[src/rtl/rv32i_types.sv]
// Shared core types: physical register / ROB index widths and the CDB packet.
package rv32i_types;
  localparam int PHYS_REG_IDX = 5;   // pid is PHYS_REG_IDX+1 bits wide
  localparam int ROB_IDX_W    = 4;
  localparam int NUM_CDB_SRC  = 4;   // ALU, MUL, DIV, LSU
  localparam int CDB_XLEN     = 32;

  typedef struct packed {
    logic [PHYS_REG_IDX:0]  pid;
    logic [CDB_XLEN-1:0]    value;
    logic [ROB_IDX_W-1:0]   rob_idx;
  } cdb_pkt_t;
endpackage

[src/rtl/cdb_src_fifo.sv]
// Per-source result buffer. ready depends only on registered occupancy so a
// producer never sees a combinational path through the arbiter's dequeue.
module cdb_src_fifo #(
  parameter int W     = 8,
  parameter int DEPTH = 2
) (
  input  logic         clk,
  input  logic         rst_n,
  input  logic         flush,
  input  logic         wr_valid,
  input  logic [W-1:0] wr_data,
  output logic         ready,
  input  logic         rd_en,
  output logic [W-1:0] rd_data,
  output logic         empty
);
  localparam int AW = $clog2(DEPTH);

  logic [W-1:0]  mem [DEPTH];
  logic [AW-1:0] wptr, rptr;
  logic [AW:0]   count;
  logic          push, pop;

  assign ready   = count < (AW+1)'(DEPTH);
  assign empty   = (count == '0);
  assign rd_data = mem[rptr];
  // a flushed cycle neither accepts nor retires anything
  assign push    = wr_valid & ready & ~flush;
  assign pop     = rd_en & ~empty & ~flush;

  // storage write; contents need no reset since count gates visibility
  always_ff @(posedge clk) begin
    if (push) mem[wptr] <= wr_data;
  end

  // pointers and occupancy; power-of-two depth makes the pointers wrap naturally
  always_ff @(posedge clk) begin
    if (!rst_n || flush) begin
      wptr  <= '0;
      rptr  <= '0;
      count <= '0;
    end else begin
      if (push) wptr <= wptr + AW'(1);
      if (pop)  rptr <= rptr + AW'(1);
      case ({push, pop})
        2'b10:   count <= count + (AW+1)'(1);
        2'b01:   count <= count - (AW+1)'(1);
        default: count <= count;
      endcase
    end
  end
endmodule

[src/rtl/cdb_arbiter.sv]
// Common data bus arbiter: buffers results from each functional unit and
// broadcasts one per cycle, round-robin across sources, from a registered output.
module cdb_arbiter
  import rv32i_types::*;
#(
  parameter int XLEN    = 32,
  parameter int NUM_SRC = NUM_CDB_SRC,
  parameter int DEPTH   = 2
) (
  input  logic                                      clk,
  input  logic                                      rst_n,
  input  logic                                      flush,
  input  logic [NUM_SRC-1:0]                        src_valid,
  output logic [NUM_SRC-1:0]                        src_ready,
  input  logic [NUM_SRC-1:0][PHYS_REG_IDX:0]        src_pid,
  input  logic [NUM_SRC-1:0][XLEN-1:0]              src_value,
  input  logic [NUM_SRC-1:0][ROB_IDX_W-1:0]         src_rob_idx,
  output logic                                      cdb_valid,
  output logic                                      cdb_regwrite,
  output logic [PHYS_REG_IDX:0]                     cdb_pid,
  output logic [XLEN-1:0]                           cdb_value,
  output logic [ROB_IDX_W-1:0]                      cdb_rob_idx
);
  localparam int PID_W = PHYS_REG_IDX + 1;
  localparam int PKT_W = PID_W + XLEN + ROB_IDX_W;
  localparam int SRC_W = (NUM_SRC > 1) ? $clog2(NUM_SRC) : 1;

  logic [NUM_SRC-1:0][PKT_W-1:0] head;
  logic [NUM_SRC-1:0]            empty, rd_en;
  logic [SRC_W-1:0]              rr_ptr, gnt_idx;
  logic                          gnt_any;
  logic [PKT_W-1:0]              gnt_pkt, out_pkt;

  for (genvar g = 0; g < NUM_SRC; g++) begin : g_src
    cdb_src_fifo #(.W(PKT_W), .DEPTH(DEPTH)) u_fifo (
      .clk      (clk),
      .rst_n    (rst_n),
      .flush    (flush),
      .wr_valid (src_valid[g]),
      .wr_data  ({src_pid[g], src_value[g], src_rob_idx[g]}),
      .ready    (src_ready[g]),
      .rd_en    (rd_en[g]),
      .rd_data  (head[g]),
      .empty    (empty[g])
    );
  end

  // round-robin pick: scan from rr_ptr; descending loop so the nearest source wins
  always_comb begin
    gnt_any = 1'b0;
    gnt_idx = '0;
    for (int k = NUM_SRC - 1; k >= 0; k--) begin
      if (!empty[(int'(rr_ptr) + k) % NUM_SRC]) begin
        gnt_any = 1'b1;
        gnt_idx = SRC_W'((int'(rr_ptr) + k) % NUM_SRC);
      end
    end
  end

  // one-hot dequeue of the granted head; squashed cycles retire nothing
  always_comb begin
    rd_en = '0;
    for (int i = 0; i < NUM_SRC; i++)
      rd_en[i] = gnt_any && !flush && (gnt_idx == SRC_W'(i));
  end

  assign gnt_pkt = head[gnt_idx];

  // pointer moves past the winner; flush leaves it alone so fairness survives squashes
  always_ff @(posedge clk) begin
    if (!rst_n)
      rr_ptr <= '0;
    else if (gnt_any && !flush)
      rr_ptr <= (gnt_idx == SRC_W'(NUM_SRC - 1)) ? '0 : gnt_idx + SRC_W'(1);
  end

  // broadcast register; payload is zeroed whenever nothing is broadcast
  always_ff @(posedge clk) begin
    if (!rst_n || flush || !gnt_any) begin
      cdb_valid    <= 1'b0;
      cdb_regwrite <= 1'b0;
      out_pkt      <= '0;
    end else begin
      cdb_valid    <= 1'b1;
      cdb_regwrite <= (gnt_pkt[PKT_W-1 -: PID_W] != '0);
      out_pkt      <= gnt_pkt;
    end
  end

  assign {cdb_pid, cdb_value, cdb_rob_idx} = out_pkt;
endmodule

[config.mk]
export PLATFORM = sky130hd
export DESIGN_NAME = cdb_arbiter
export DESIGN_NICKNAME = d
export VERILOG_FILES = /design/src/rtl/rv32i_types.sv /design/src/rtl/cdb_src_fifo.sv /design/src/rtl/cdb_arbiter.sv
export SDC_FILE = /design/constraint.sdc
export NUM_CORES = 1
export LEC_CHECK = 0
export ABC_CLOCK_PERIOD_IN_PS = 9700
export CORE_UTILIZATION = 25
export CTS_BUF_LIST = sky130_fd_sc_hd__clkbuf_16
export DETAILED_ROUTE_END_ITERATION = 12
export PLACE_DENSITY = 0.41
export SLEW_MARGIN = 20
export SYNTH_ARGS = -nofsm -noshare
export SYNTH_HDL_FRONTEND = slang
export SYNTH_SLANG_ARGS = --single-unit
[constraint.sdc]
create_clock -name clk -period 9.7 [get_ports clk]
set_input_delay 1.455 -clock clk [delete_from_list [all_inputs] [get_ports clk]]
set_output_delay 1.455 -clock clk [all_outputs]
set_load 0.03 [all_outputs]
==> metrics.txt, run 1 <==
status=finished clean; Critical-path top delay cell=clkinv_2; FMAX=271 MHz; Unique masters post-synth=43; Worst EP required=10.19 ns; Post-Route WL=44200 microns; Row Count=90; layout cells sized above 1=8.46%; Clock power frac=41.4%; Mean Syn Cell Area=15.0 sq um; worst hold-check path type=flop to flop; Die Width=250 microns; yosys warns=0; CP Cell Sequence=or2_1 > o311ai_2 > nand2_4 > clkinv_2 > ha_1 > nor3b_1 > ha_1 > or3_1 > a21oi_1; Final Hold Fails=0; average wire per standard cell=21.4 microns; DRC=0; initial antenna violation count=3; drt first pass iters=4; setup_tns=0 ns; Crit. End Element=flop; Mapped Cells=1022; Area Overhead vs Synth=29.6%; Crit path arrival time=4.18 ns; Mapped Area=15300 sq um; pre-CTS WS=5.89 ns; Setup violations, final=0; relative slew slack=37.7%; via count=8914; final core utilization=32.9%; internal power=2.99 mW; P per Cell Area=197 nW/um^2; minimum clock period after layout=3.69 ns; Total Power=3.91 mW; Post-synth ARST share=0%; CTS root buffer=clkbuf_16; Hold Crit Depth=2; HP Start=g_src[3].u_fifo.rptr; Setup WS post-layout=6.01 ns; I/O Pins=223; Die Ht=250 microns; clk_lat worst skew=0.59 ns; port bufs=222; register share of total power=49.8%; Crit Reg-Reg Startpoint=g_src[1].u_fifo.count[1]; clk sinks=402; Lkg Pwr=6.38 nW; area of the multi-input gates=3670 sq um; CTS buffer count=47; Via density=4.30; vias in the first global route=9458; Initial DRC Count=430; hold_buf cts=0; Final GP Congestion=0.832; NetSw=0.920 mW; CTS tree=done; placed insts=1983; dpl hpwl=29500 microns; Worst R2R Setup Slack=6.01 ns; die area=62300 sq um; Non-Filler Instances=2072; post-synthesis sequential area ratio=74.4%; top_reg_cell synth=edfxtp_1; Hold Path Sink=g_src[3].u_fifo.rptr; total gr overflow=0; Max Cap Violations=0; nets=1430; R2R cell count=9; crit path launch type=flop; FILL cells=5957; pin count of the biggest net entering global routing=61; synthesis-stage register bit count=402; most used cell, CP=ha_1; Post-Syn Nets=1202; PostCTS Resize Cnt=0; Worst-Margin Slew=0.932 ns; Post-synth EDFFs=336; Setup Skew=0.0158 ns; Placed Area=18400 sq um; Initial Util=25.3%; htree depth=2; post-route cell area=19900 sq um; Crit Path Max Fanout=60; unrepaired setup endpoints after global routing=false; Period Utilization, post-route=38.0%; postcts setup bufs=0; worst hold margin=0.524 ns; global router's overall resource usage=14.1%; Core Area=60500 sq um; switching portion of total power=23.5%; final antenna-violating net count=0; largest stage delay on the critical path=0.53 ns; Max VDD drop=0.117 mV; reg2reg end=g_src[3].u_fifo.count[1]; Comb power frac=8.8%; Clock transition at path regs=0.05 ns; Clock Tree Buf Depth=3; Crit Path Class=flop to flop; register area=11400 sq um; Final Max Tran Viols=0; first-pass GRT wire length=63000 microns
## area by class of cell
class	count	share of cell area [%]
Antenna cell	1	0.0126
Clock buffer	50	6.30
Clock inverter	38	0.856
Inverter	12	0.246
Multi-Input combinational cell	550	18.5
Sequential cell	402	57.5
Tap cell	782	4.92
Timing Repair Buffer	237	11.7
## critical path: cells and delay by family (launching register included)
kind / cells / cell delay, ns
AO/OA/AOI/OAI: 2 / 0.52
flip-flops: 1 / 0.34
AND/OR/NAND/NOR: 4 / 1.57
adder cells (fa/ha/maj): 2 / 0.61
buffers and inverters: 1 / 0.53
## flip-flops by register name, summed over array words and instances (netlist names), named ones only
register and count:
cdb_regwrite 1, cdb_valid 1, g_src.u_fifo.count 8, g_src.u_fifo.mem 336, g_src.u_fifo.rptr 4, g_src.u_fifo.wptr 4, out_pkt 42, rr_ptr 2
## routing by layer
layer / track usage [%] / routed length (microns)
met5: 0 / 18
met4: 5.01 / 1260
met3: 2.65 / 2330
met2: 24.7 / 22300
met1: 17.2 / 18300
## worst max-delay path by stage
| stage | cells after the start | from | slack (ns) | to |
|---|---|---|---|---|
| final | 9 | g_src[1].u_fifo.count[1] | 6.01 | g_src[3].u_fifo.count[1] |
| after global routing | 9 | g_src[1].u_fifo.count[1] | 5.82 | g_src[3].u_fifo.count[1] |
| after CTS | 9 | g_src[1].u_fifo.count[1] | 5.99 | g_src[3].u_fifo.count[1] |
| after detailed placement | 4 | flush | 5.89 | cdb_regwrite |
| after global placement | 6 | flush | 5.94 | g_src[1].u_fifo.count[1] |
| after floorplan | 4 | flush | 5.63 | g_src[0].u_fifo.mem[0][0] |
## cell usage in the layout (no fill, tap or decap), types with 4 or more instances in the layout
| cell type | instances |
|---|---|
| mux2_2 | 16 |
| o21ai_0 | 41 |
| o211ai_1 | 18 |
| ha_1 | 5 |
| clkinv_1 | 6 |
| xor2_1 | 4 |
| nand2_1 | 41 |
| clkinv_2 | 6 |
| buf_4 | 15 |
| clkbuf_16 | 50 |
| o21ai_1 | 20 |
| nand3_1 | 10 |
| mux2i_1 | 152 |
| nor2_4 | 8 |
| dfxtp_1 | 62 |
| edfxtp_1 | 336 |
| xnor2_1 | 12 |
| nor2_1 | 140 |
| or3_1 | 5 |
| clkdlybuf4s50_1 | 222 |
| a21oi_1 | 50 |
| inv_1 | 33 |
| dfxtp_2 | 4 |
## cell families after synthesis
kind of cell,after synthesis,share of synthesized area (%)
muxes,168,11.1
buffers and inverters,70,2.06
xor gates and xnor gates,16,0.914
adders and majority gates,5,0.408
DFF,402,74.4
and+or+nand+nor,220,5.90
AOI/OAI and AO/OA,141,5.17
## Yosys cell counts (2+ instances only)
master    count  area share (%)
or3_1         5            0.20
edfxtp_1    336              66
o21bai_1      2           0.098
inv_1        10            0.24
mux2i_1     152             9.9
buf_2        21            0.69
o21ai_0      41             1.3
and3_1        2           0.082
dfxtp_1      66             8.6
o21ai_1      20            0.65
nand3_1      10            0.33
a21oi_1      50             1.6
nand2_1      42             1.0
o211ai_1     18            0.88
a21o_1        2           0.098
a22oi_1       2           0.098
nand4_1       2           0.082
clkbuf_1     26            0.64
ha_1          5            0.41
nor3_1        2           0.065
xnor2_1      12            0.69
mux2_2       16             1.2
xor2_1        4            0.23
nor2_1      148             3.6
buf_1         5            0.12
buf_4         6            0.29
## power by group through the flow
stage | Sequential, mW | Clock (mW) | Combinational (mW)
floorplan | 2.00 | 0 | 0.148
global placement | 1.98 | 0 | 0.353
detailed placement | 1.98 | 0 | 0.356
CTS | 1.95 | 1.68 | 0.357
global route | 1.95 | 1.74 | 0.374
finish | 1.95 | 1.62 | 0.342
Power figures use the tool's default switching activity.
==> run 2: changes to the inputs <==
ABC_CLOCK_PERIOD_IN_PS = 3750   (was 9700)
clock period = 3.75 ns   (was 9.7 ns; I/O delays follow)
==> metrics.txt, run 2 (synthesis gave the netlist of run 1 again) <==
Setup violations, final=0 (unchanged); largest register by flop count=g_src.u_fifo.mem; htree depth=2 (unchanged); nets=1443 (+0.91%); drt first pass iters=4 (unchanged); Max Cap Violations=0 (unchanged); Crit Path Class=flop to flop; FILL cells=5878 (-1.3%); Clock Tree Buf Depth=3 (unchanged); biggest regs=g_src.u_fifo.mem: 336 flops, out_pkt: 42 flops, g_src.u_fifo.count: 8 flops; final core utilization=33.2% (+0.39 points); via count=8906 (-0.090%); Initial Util=25.3% (unchanged); Largest register FFs=336 (unchanged); highest-count cells in the layout ignoring fill and taps=edfxtp_1, clkdlybuf4s50_1, mux2i_1; average wire per standard cell=21.0 microns (-1.8%); Worst-Margin Slew=0.822 ns (-0.110 ns); Die Width=250 microns (unchanged); worst hold margin=0.519 ns (-0.00472 ns); Row Count=90 (unchanged); Final Hold Fails=0 (unchanged); minimum clock period after layout=2.87 ns (-0.814 ns); FMAX=348 MHz (+28%); Core Area=60500 sq um (unchanged); PostCTS Resize Cnt=0 (unchanged); global router's overall resource usage=14.1% (about the same); Crit Path Max Fanout=33 (-45%); commonest non-fill, non-tap cell in the layout=edfxtp_1; pin count of the biggest net entering global routing=71 (+16%); vias in the first global route=9518 (+0.63%); dpl hpwl=30000 microns (+1.4%); clk_lat worst skew=0.57 ns (-0.02 ns); hold_buf cts=0 (unchanged); first-pass GRT wire length=63100 microns (+0.14%); Crit. End Element=flop; I/O Pins=223 (unchanged); pre-CTS WS=0.874 ns (-5.01 ns); postcts setup bufs=0 (unchanged); Final Max Tran Viols=0 (unchanged); unrepaired setup endpoints after global routing=false; P per Cell Area=515 nW/um^2 (+160%); CTS root buffer=clkbuf_16; layout cells sized above 1=9.71% (+1.3 points); Clock transition at path regs=0.06 ns (about the same); Initial DRC Count=341 (-21%); relative slew slack=45.2% (+7.6 points); CTS tree=done; Setup Skew=0.0155 ns (-0.000265 ns); Lkg Pwr=6.46 nW (+1.2%); Via density=4.28 (-0.62%); Worst EP required=4.23 ns (-5.96 ns); Max VDD drop=0.316 mV (+170%); Period Utilization, post-route=76.6% (+39 points); setup_tns=0 ns (unchanged); initial antenna violation count=12 (+9); final antenna-violating net count=0 (unchanged); Total Power=10.4 mW (+170%); port bufs=222 (unchanged); CTS buffer count=47 (unchanged); Die Ht=250 microns (unchanged); Crit path arrival time=3.35 ns (-0.83 ns); status=finished clean; Area Overhead vs Synth=31.2%; crit path launch type=flop; Setup WS post-layout=0.879 ns (-5.14 ns); worst hold-check path type=flop to flop; clk sinks=402 (unchanged); Final GP Congestion=0.790 (-5.1%); die area=62300 sq um (unchanged); DRC=0 (unchanged); total gr overflow=0 (unchanged); Post-Route WL=43700 microns (-1.2%)
-- run 2: cell count changes in the layout (fill, tap and decap cells not counted), sizes merged --
| cell | before | now |
|---|---|---|
| buf | 15 | 28 |
| bufinv | 0 | 4 |
| clkinv | 13 | 16 |
| clkinvlp | 1 | 0 |
| diode | 1 | 4 |
| inv | 36 | 25 |
-- run 2: final timing paths --
kind	from	to	slack (ns)	cells after the start
worst max-delay path	g_src[1].u_fifo.count[1]	g_src[3].u_fifo.count[1]	0.88	9
worst min-delay path	g_src[0].u_fifo.rptr	g_src[0].u_fifo.rptr	0.52	2
worst max register to register	g_src[1].u_fifo.count[1]	g_src[3].u_fifo.count[1]	0.88	9
worst min register to register	g_src[0].u_fifo.rptr	g_src[0].u_fifo.rptr	0.52	2
-- run 2: critical path: stages (launching register included) --
cell	delay, ns
dfxtp_1	0.35
or2_1	0.29
o311ai_2	0.36
nand2_4	0.30
clkinv_2	0.17
ha_1	0.14
nor3b_1	0.34
ha_1	0.33
or3_1	0.35
a21oi_1	0.14
-- run 2: layout make-up --
class	instances	area [sq um]	share of cell area [%]
well taps	782	978	4.87
multi-input cells	550	3670	18.2
repair buffers	250	2490	12.4
flip-flops and latches	402	11400	56.8
clock inverters	33	236	1.18
clock buffers	50	1250	6.22
diodes	4	10.0	0.0498
inverters	12	48.8	0.243
-- run 2: where the power goes --
| part | internal (mW) | total (mW) | switching [mW] |
|---|---|---|---|
| clock network | 2.65 | 4.43 | 1.78 |
| registers | 4.99 | 5.04 | 0.0514 |
| logic | 0.365 | 0.888 | 0.523 |
-- run 2: per-layer routing --
layer	track usage, %	vias to the layer above	wire length (microns)
li1	-	4263	-
met1	16.9	4328	18400
met2	23.9	219	21300
met3	4.12	82	2640
met4	4.92	14	1270
met5	0	-	103
-- run 2: metrics by stage --
step	cells	cell area, sq um
after detailed placement	1996	18600
after global routing	2079	20100
after global placement	1996	18600
final	2083	20100
after CTS	2079	20100
after floorplan	1022	15300
==> run 3: changes to the inputs <==
ABC_CLOCK_PERIOD_IN_PS = 2300   (was 3750)
PLACE_DENSITY = 0.42   (was 0.41)
clock period = 2.3 ns   (was 3.75 ns; I/O delays follow)
==> metrics.txt, run 3 (synthesis gave the netlist of run 1 again) <==
CTS tree=done; I/O Pins=223 (unchanged); FILL cells=5866 (-0.20%); largest register by flop count=g_src.u_fifo.mem; Largest register FFs=336 (unchanged); Final Max Tran Viols=0 (unchanged); Worst EP required=2.81 ns (-1.42 ns); Clock transition at path regs=0.06 ns (about the same); clk sinks=402 (unchanged); worst hold-check path type=input pin to flop; Crit Path Class=flop to flop; Crit Path Max Fanout=4 (-88%); clk_lat worst skew=0.58 ns (about the same); Max Cap Violations=0 (unchanged); Non-Filler Instances=2152 (+3.3%); Clock Tree Buf Depth=3 (unchanged); minimum clock period after layout=2.26 ns (-0.614 ns); Row Count=90 (unchanged); Worst-Margin Slew=0.481 ns (-0.341 ns); first-pass GRT wire length=63900 microns (+1.4%); nets=1511 (+4.7%); Crit path max-delay family=simple AND/OR/NAND/NOR gates; Setup Skew=0.0131 ns (-0.00239 ns); drt first pass iters=4 (unchanged); Initial DRC Count=471 (+38%); initial antenna violation count=4 (-8); highest-count cells in the layout ignoring fill and taps=edfxtp_1, clkdlybuf4s50_1, mux2i_1; Final Hold Fails=0 (unchanged); Lkg Pwr=6.86 nW (+6.2%); Post-Route WL=44300 microns (+1.5%); final antenna-violating net count=0 (unchanged); commonest non-fill, non-tap cell in the layout=edfxtp_1; Core Area=60500 sq um (unchanged); DRC=0 (unchanged); pin count of the biggest net entering global routing=48 (-32%); P per Cell Area=816 nW/um^2 (+58%); via count=9207 (+3.4%); FMAX=443 MHz (+27%); R2R cell count=9 (unchanged); CTS root buffer=clkbuf_16; Period Utilization, post-route=98.1% (+22 points); global router's overall resource usage=14.2% (+0.12 points); CTS buffer count=47 (unchanged); crit path launch type=flop; htree depth=2 (unchanged); total gr overflow=0 (unchanged); Final GP Congestion=0.806 (+2.0%); status=finished clean; relative slew slack=67.8% (+23 points); Area Overhead vs Synth=36.4%; vias in the first global route=9722 (+2.1%); Via density=4.28 (about the same); placed insts=2061 (+3.3%); Die Ht=250 microns (unchanged); Total Power=17.1 mW (+65%); biggest regs=g_src.u_fifo.mem: 336 flops, out_pkt: 42 flops, g_src.u_fifo.count: 8 flops; unrepaired setup endpoints after global routing=true; antenna cells=0 (-4); Crit. End Element=flop; Hold Crit Depth=1 (-1); die area=62300 sq um (unchanged); Initial Util=25.3% (unchanged); CP Cell Sequence=or2_4 > o211ai_1 > a21o_1 > inv_4 > buf_4 > nor4_4 > ha_1 > or3_1 > a21oi_1; dpl hpwl=30500 microns (+1.7%); Critical-path top delay cell=or3_1; Levels on crit path=9 (unchanged); average wire per standard cell=20.6 microns (-1.8%); layout cells sized above 1=15.5% (+5.8 points); Max VDD drop=0.513 mV (+62%); Die Width=250 microns (unchanged); Crit path arrival time=2.77 ns (-0.58 ns); Setup violations, final=0 (unchanged); hold_buf cts=0 (unchanged); largest stage delay on the critical path=0.35 ns (about the same); port bufs=222 (unchanged); Buf/Inv on CP=2 (+1)
==> run 3: metrics by stage <==
step / setup TNS [ns] / util, % / worst slack, ns / area (sq um) / hold slack [ns]
6_report: 0 / 34.6 / 0.0426 / 20900 / 0.337
3_3_place_gp: -2.10 / 31.9 / -0.355 / 19300 / 0.495
5_1_grt: -0.0670 / 34.6 / -0.0503 / 20900 / 0.319
3_5_place_dp: -2.30 / 31.9 / -0.386 / 19300 / 0.502
2_1_floorplan: -222.33 / - / -0.661 / 15300 / 0.444
4_1_cts: -0.0144 / 34.5 / -0.0144 / 20800 / 0.300
==> run 3: path summary, 6_finish.rpt <==
check	from	to	slack [ns]
hold reg to reg	g_src[1].u_fifo.rptr	flop	0.51
setup reg to reg	g_src[1].u_fifo.count[0]	g_src[2].u_fifo.count[1]	0.04
setup / recovery	g_src[1].u_fifo.count[0]	g_src[2].u_fifo.count[1]	0.04
hold / removal	src_value[33]	g_src[1].u_fifo.mem[0][5]	0.34
==> run 3: routing by layer <==
| layer | up-vias | routed length (microns) | GRT usage [%] |
|---|---|---|---|
| met5 | - | 41 | 0 |
| met4 | 8 | 1000 | 4.30 |
| met2 | 223 | 21600 | 24.2 |
| met3 | 79 | 2400 | 3.46 |
| li1 | 4413 | - | - |
| met1 | 4484 | 19300 | 17.7 |
==> run 3: final cells by class <==
| type | count | area [sq um] | share of cell area, % |
|---|---|---|---|
| Timing Repair Buffer | 318 | 3250 | 15.5 |
| Multi-Input combinational cell | 550 | 3740 | 17.9 |
| Inverter | 12 | 48.8 | 0.233 |
| Sequential cell | 402 | 11400 | 54.6 |
| Clock inverter | 41 | 298 | 1.42 |
| Clock buffer | 47 | 1180 | 5.63 |
| Tap cell | 782 | 978 | 4.68 |
==> run 3: repair_timing <==
action,CTS,global route
cloned,1,0
pin swaps,0,10
setup buffers,0,2
resized for setup,16,14
setup endpoints to repair,10,13
==> run 3: power breakdown <==
group          total, mW  internal, mW  switching, mW
clock network       7.13          4.16           2.97
registers           8.20          8.13         0.0671
logic               1.73         0.787          0.939
total               17.1          13.1           3.98
==> run 3: worst register-to-register path, delay by kind of cell, from the launching register on <==
family	cells	cell delay (ns)
AND/OR/NAND/NOR	3	0.88
AO/OA/AOI/OAI	3	0.52
flip-flops	1	0.31
adder cells (fa/ha/maj)	1	0.29
buffers and inverters	2	0.19
